==> src/rtl/uart_tx_feeder.sv <==
// Byte FIFO plus send sequencer feeding a UART transmitter.
// A byte is offered only while the transmitter reports neither active nor done.
// Each offer is a one-cycle tx_valid strobe. Every completed frame is counted once.
module uart_tx_feeder #(
  parameter int DEPTH = 16,
  parameter int AW    = 4
) (
  input  logic          clk,
  input  logic          rst_n,
  input  logic          wr_en,
  input  logic [7:0]    wr_data,
  output logic          full,
  output logic          empty,
  output logic [AW:0]   level,
  output logic          overflow,
  input  logic          ovf_clr,
  output logic [7:0]    tx_data,
  output logic          tx_valid,
  input  logic          tx_active,
  input  logic          tx_done,
  output logic          busy,
  output logic [15:0]   sent_count
);

  typedef enum logic [1:0] {IDLE, SEND, WAIT_HI, WAIT_LO} state_t;

  localparam logic [AW:0] FULL_LVL = (AW+1)'(DEPTH);

  state_t        state;
  logic [7:0]    mem [DEPTH];
  logic [AW-1:0] wr_ptr, rd_ptr;
  logic          pop, push;
  logic [AW:0]   level_nxt;

  // The transmitter may still be finishing a frame begun before a feeder
  // reset, so both of its status lines gate the next pop.
  assign pop  = (state == IDLE) && !empty && !tx_active && !tx_done;
  // A full FIFO can still accept a byte when a pop frees a slot in the same cycle.
  assign push = wr_en && (!full || pop);

  // Next occupancy; a simultaneous push and pop leaves it unchanged.
  always_comb begin
    level_nxt = level;
    if (push && !pop)      level_nxt = level + 1'b1;
    else if (!push && pop) level_nxt = level - 1'b1;
  end

  // Storage array has no reset; the occupancy count guards against reading stale slots.
  always_ff @(posedge clk) begin
    if (push) mem[wr_ptr] <= wr_data;
  end

  // Pointers, occupancy flags and the sticky overflow bit.
  always_ff @(posedge clk or negedge rst_n) begin
    if (!rst_n) begin
      wr_ptr   <= '0;
      rd_ptr   <= '0;
      level    <= '0;
      full     <= 1'b0;
      empty    <= 1'b1;
      overflow <= 1'b0;
    end else begin
      if (push) wr_ptr <= wr_ptr + 1'b1;
      if (pop)  rd_ptr <= rd_ptr + 1'b1;
      level <= level_nxt;
      full  <= (level_nxt == FULL_LVL);
      empty <= (level_nxt == '0);
      if (ovf_clr)                      overflow <= 1'b0;
      else if (wr_en && full && !pop)   overflow <= 1'b1;
    end
  end

  // Send sequencer: strobe, wait for done to rise (count), wait for done to fall.
  always_ff @(posedge clk or negedge rst_n) begin
    if (!rst_n) begin
      state      <= IDLE;
      tx_data    <= 8'h00;
      tx_valid   <= 1'b0;
      busy       <= 1'b0;
      sent_count <= 16'h0000;
    end else begin
      case (state)
        IDLE: begin
          tx_valid <= 1'b0;
          if (pop) begin
            tx_data  <= mem[rd_ptr];
            tx_valid <= 1'b1;
            busy     <= 1'b1;
            state    <= SEND;
          end
        end
        SEND: begin
          tx_valid <= 1'b0;
          state    <= WAIT_HI;
        end
        WAIT_HI: begin
          // Done lasts two cycles; counting on entry to WAIT_LO counts the frame once.
          if (tx_done) begin
            sent_count <= sent_count + 16'd1;
            state      <= WAIT_LO;
          end
        end
        WAIT_LO: begin
          if (!tx_done) begin
            busy  <= 1'b0;
            state <= IDLE;
          end
        end
        default: begin
          tx_valid <= 1'b0;
          busy     <= 1'b0;
          state    <= IDLE;
        end
      endcase
    end
  end

endmodule

==> config.mk <==
export PLATFORM = sky130hd
export DESIGN_NAME = uart_tx_feeder
export DESIGN_NICKNAME = d
export VERILOG_FILES = /design/src/rtl/uart_tx_feeder.sv
export SDC_FILE = /design/constraint.sdc
export NUM_CORES = 1
export LEC_CHECK = 0
export ABC_AREA = 0
export ABC_CLOCK_PERIOD_IN_PS = 3600
export BUFFER_PORTS_ARGS = -buffer_cell sky130_fd_sc_hd__buf_2
export CAP_MARGIN = 20
export CELL_PAD_IN_SITES_DETAIL_PLACEMENT = 0
export CELL_PAD_IN_SITES_GLOBAL_PLACEMENT = 1
export CORE_UTILIZATION = 40
export DETAILED_ROUTE_END_ITERATION = 10
export PLACE_DENSITY = 0.73
export SLEW_MARGIN = 20
export SYNTH_ARGS = -nofsm -noshare
export SYNTH_HDL_FRONTEND = slang
export SYNTH_SLANG_ARGS = --single-unit
export TNS_END_PERCENT = 20
==> constraint.sdc <==
create_clock -name clk -period 3.6 [get_ports clk]
set_input_delay 0.18 -clock clk [delete_from_list [all_inputs] [get_ports clk]]
set_output_delay 0.18 -clock clk [all_outputs]
set_load 0.01 [all_outputs]
==> reports/results.ini <==
[sta]
relSlewSlack_pct=48.44
drv_slew=0
rsz0062_at_grt=no
setup_ws_ns=0.6885
hold_violations=0
fmax_mhz=343.5
finClkSkew_ns=0.009536
worstMarginPinSlew_ns=0.7706
finalCritPeriodShare_pct=80.88
fin_setup_tns_ns=0
final.min_clock_period_ns=2.912
finalSetupViolCount=0

[clock_network]
cts_resized=0
cts_tree=yes
clk_path_buf_depth=2
clkLatencyLatePin_ns=0.43
clockRootBuffer=clkbuf_16
clkSinkCount=172
cts_setup_buffers=0
clkTransAtPathRegs_ns=0.06
htree_levels=4
cts_made_buffers=17

[layout]
nNetsFinal=492
postLayoutCellArea_um2=8177
drive_above_1_share_pct=28.66
area_growth_pct=15.26
fillers=1484
n_antenna_cell=0
fin_cells=703

[synth]
synth-edff-count=128
synth-main-ff-cell=edfxtp_1
synth_area_um2=7094
ys_seq_elements=172
yosysTopAreaCellShare_pct=54.18
ys_types=45
yosysTopAreaCell=edfxtp_1
syn_inst=408
yosysSeqAreaShare_pct=69.72
yosysWarningCount=0
synth-async-reset-ratio_pct=25.58
synth_area_leaders=edfxtp_1 54%, dfrtp_1 15%, mux4_2 9.8%
syn_avg_cell_area_um2=17.39
synth_fp_nets=435

[die]
core_um2=17300
die_h_um=135.2
ios=48
fp.dieArea_um2=18270
num_rows=48
die_w_um=135.2
start_util_pct=41.02

[global_routing]
grt_use_total_pct=17.25
use_met3_pct=4.265
grt_pass1_vias=3792
grt_busiest_layer=met2
grt_pass1_wl_um=22510
grt_use_met1_pct=24.94
grtUsageMet2_pct=25.53
antenna_found_initial=0
overflow=0
grt_max_degree=45

[critical_path]
crit_path_end_kind=flop
rr_endpoint=mem[7][1]
worstPathRequired_ns=3.65
path_cells=inv_1, ha_1, or4b_4, a21boi_4, nand2_1, nor2_1
crit_type=flop to flop
critPathBufInv=1
rr_worst_depth=6
r2r_setup_slack_ns=0.69
cp-start-kind=flop
critical_path.max_stage_delay_ns=0.65
slowest_stage=or4b_4
worst-path-stages=6
cp_max_fo=24
r2r_start=state[0]
crit_family=simple AND/OR/NAND/NOR gates
cp_data_arrival_time_ns=2.97

[routing]
finalWirelength_um=14510
first_pass_iters=5
wl_per_cell_um=20.64
vias_per_cell=5.343
drc=0
vias=3756
drt_iter0_drc=343
ant_nets=0

[placed_design]
pre_cts_slack_ns=0.6993
routabilityCongestion=0.7757
dpl_cell_area_um2=7569
dp.cells=669
portBuffers=47
place.detailed.hpwl_um=9727

[hold_path]
hp-start=tx_done
hp-class=input pin to flop
whs_path_depth=3
whs_endpoint=busy

[power]
p_leak_uw=0.002957
max-vdd-ir-drop_uv=425.6
p_per_area_nw_per_um2=749.8

[run]
cap_violations=0

[status]
outcome=complete, no violations

tightest hold or removal path, delay by kind of cell:
kind / cells / cell delay, ns
buffers and inverters: 2 / 0.20
AOI/OAI and AO/OA: 1 / 0.07
worst max-delay path by stage:
stage                         from  slack, ns         end
final                     state[0]       0.69   mem[7][1]
after global routing      state[0]       0.50  mem[11][0]
after global placement    state[0]       0.79   mem[7][5]
after CTS                 state[0]       0.68   mem[7][1]
after floorplan           state[0]       0.96   mem[3][0]
after detailed placement  state[0]       0.70  mem[11][0]
final cells by class:
cell class                 instances  area (um2)  area share [%]
timing repair buffer              57       330.3           4.040
inverter                           8       30.03          0.3673
tap                              225       281.5           3.443
clock buffer                      23       488.0           5.968
clock inverter                     9       97.59           1.194
multi-input combinational        209        2002           24.48
sequential                       172        4947           60.50
metrics by stage:
step | hold WS [ns] | power (uW) | utilization (%)
5_1_grt | 0.08386 | 6441 | 47.27
3_3_place_gp | 0.3318 | 4341 | 43.76
2_1_floorplan | -0.1156 | 3854 | -
3_5_place_dp | 0.3367 | 4389 | 43.76
6_report | 0.07603 | 6131 | 47.27
4_1_cts | 0.06290 | 6188 | 47.26
flip-flops by register name, summed over array words and instances (netlist names), 2 cells and up:
name and flops:
tx_data 8, wr_ptr 4, rd_ptr 4, level 5, sent_count 16, mem 128
state 2
per-layer routing:
metal | routed length [um] | up-vias
li1 | - | 1701
met1 | 6817 | 1932
met2 | 6679 | 109
met3 | 827 | 14
met4 | 183 | 0
met5 | 0 | -
kinds of logic (layout without fill, tap and decap cells):
logic type      Yosys count  after routing  share of synthesized area [%]
xor+xnor                 23             23                          2.840
fa+ha+maj                13             13                          2.293
compound gates           32             32                          3.263
simple gates             87             87                          6.578
flops                   172            172                          69.72
buf+inv                  27             97                          2.063
mux                      54             54                          13.25
power breakdown:
| group | internal, uW | switching (uW) |
|---|---|---|
| registers | 2450 | 332 |
| logic | 764 | 788 |
| clock network | 1040 | 757 |
Yosys cell counts, drive strengths merged, types with 2 or more instances:
master,n
mux2,9
buf,16
nand2,24
nor2,18
nand2b,4
o21ai,9
mux4,31
nand4,6
inv,8
nor4,2
ha,13
and3,5
xnor2,20
mux2i,14
nor4b,4
nand3,9
dfrtp,43
and4,2
clkbuf,3
a22oi,7
nor3,5
edfxtp,128
a211oi,2
a31oi,2
xor2,3
or3,2
nand3b,2
or2,2
a21oi,5
layout by cell type (no fill, tap or decap), types with 2 or more instances in the layout:
cell           count
edfxtp_1         128
dlygate4sd3_1      2
nor4b_1            2
buf_4              8
nor4_1             2
buf_2             46
o21ai_0            9
nand3b_1           2
ha_1              13
inv_6              5
clkbuf_16         17
inv_1              8
nand4_1            6
a31oi_1            2
or2_2              2
or3_1              2
mux2_2             9
nand3_1            9
xor2_1             3
a211oi_2           2
clkbuf_8           4
nor4b_2            2
nor2_1            17
nand2_1           24
dfrtp_1           42
xnor2_1           20
and4_1             2
clkinvlp_4         2
mux2i_1           14
and3_1             5
a21oi_1            4
nand2b_1           4
a22oi_1            7
nor3_1             5
mux4_2            31
clkbuf_1           2
timing repair:
item,in CTS,in global routing
hold endpoints to repair,44,0
hold buffers,2,0
endpoints found under the setup margin,0,0
No activity file was read; power rests on OpenSTA's default activity.
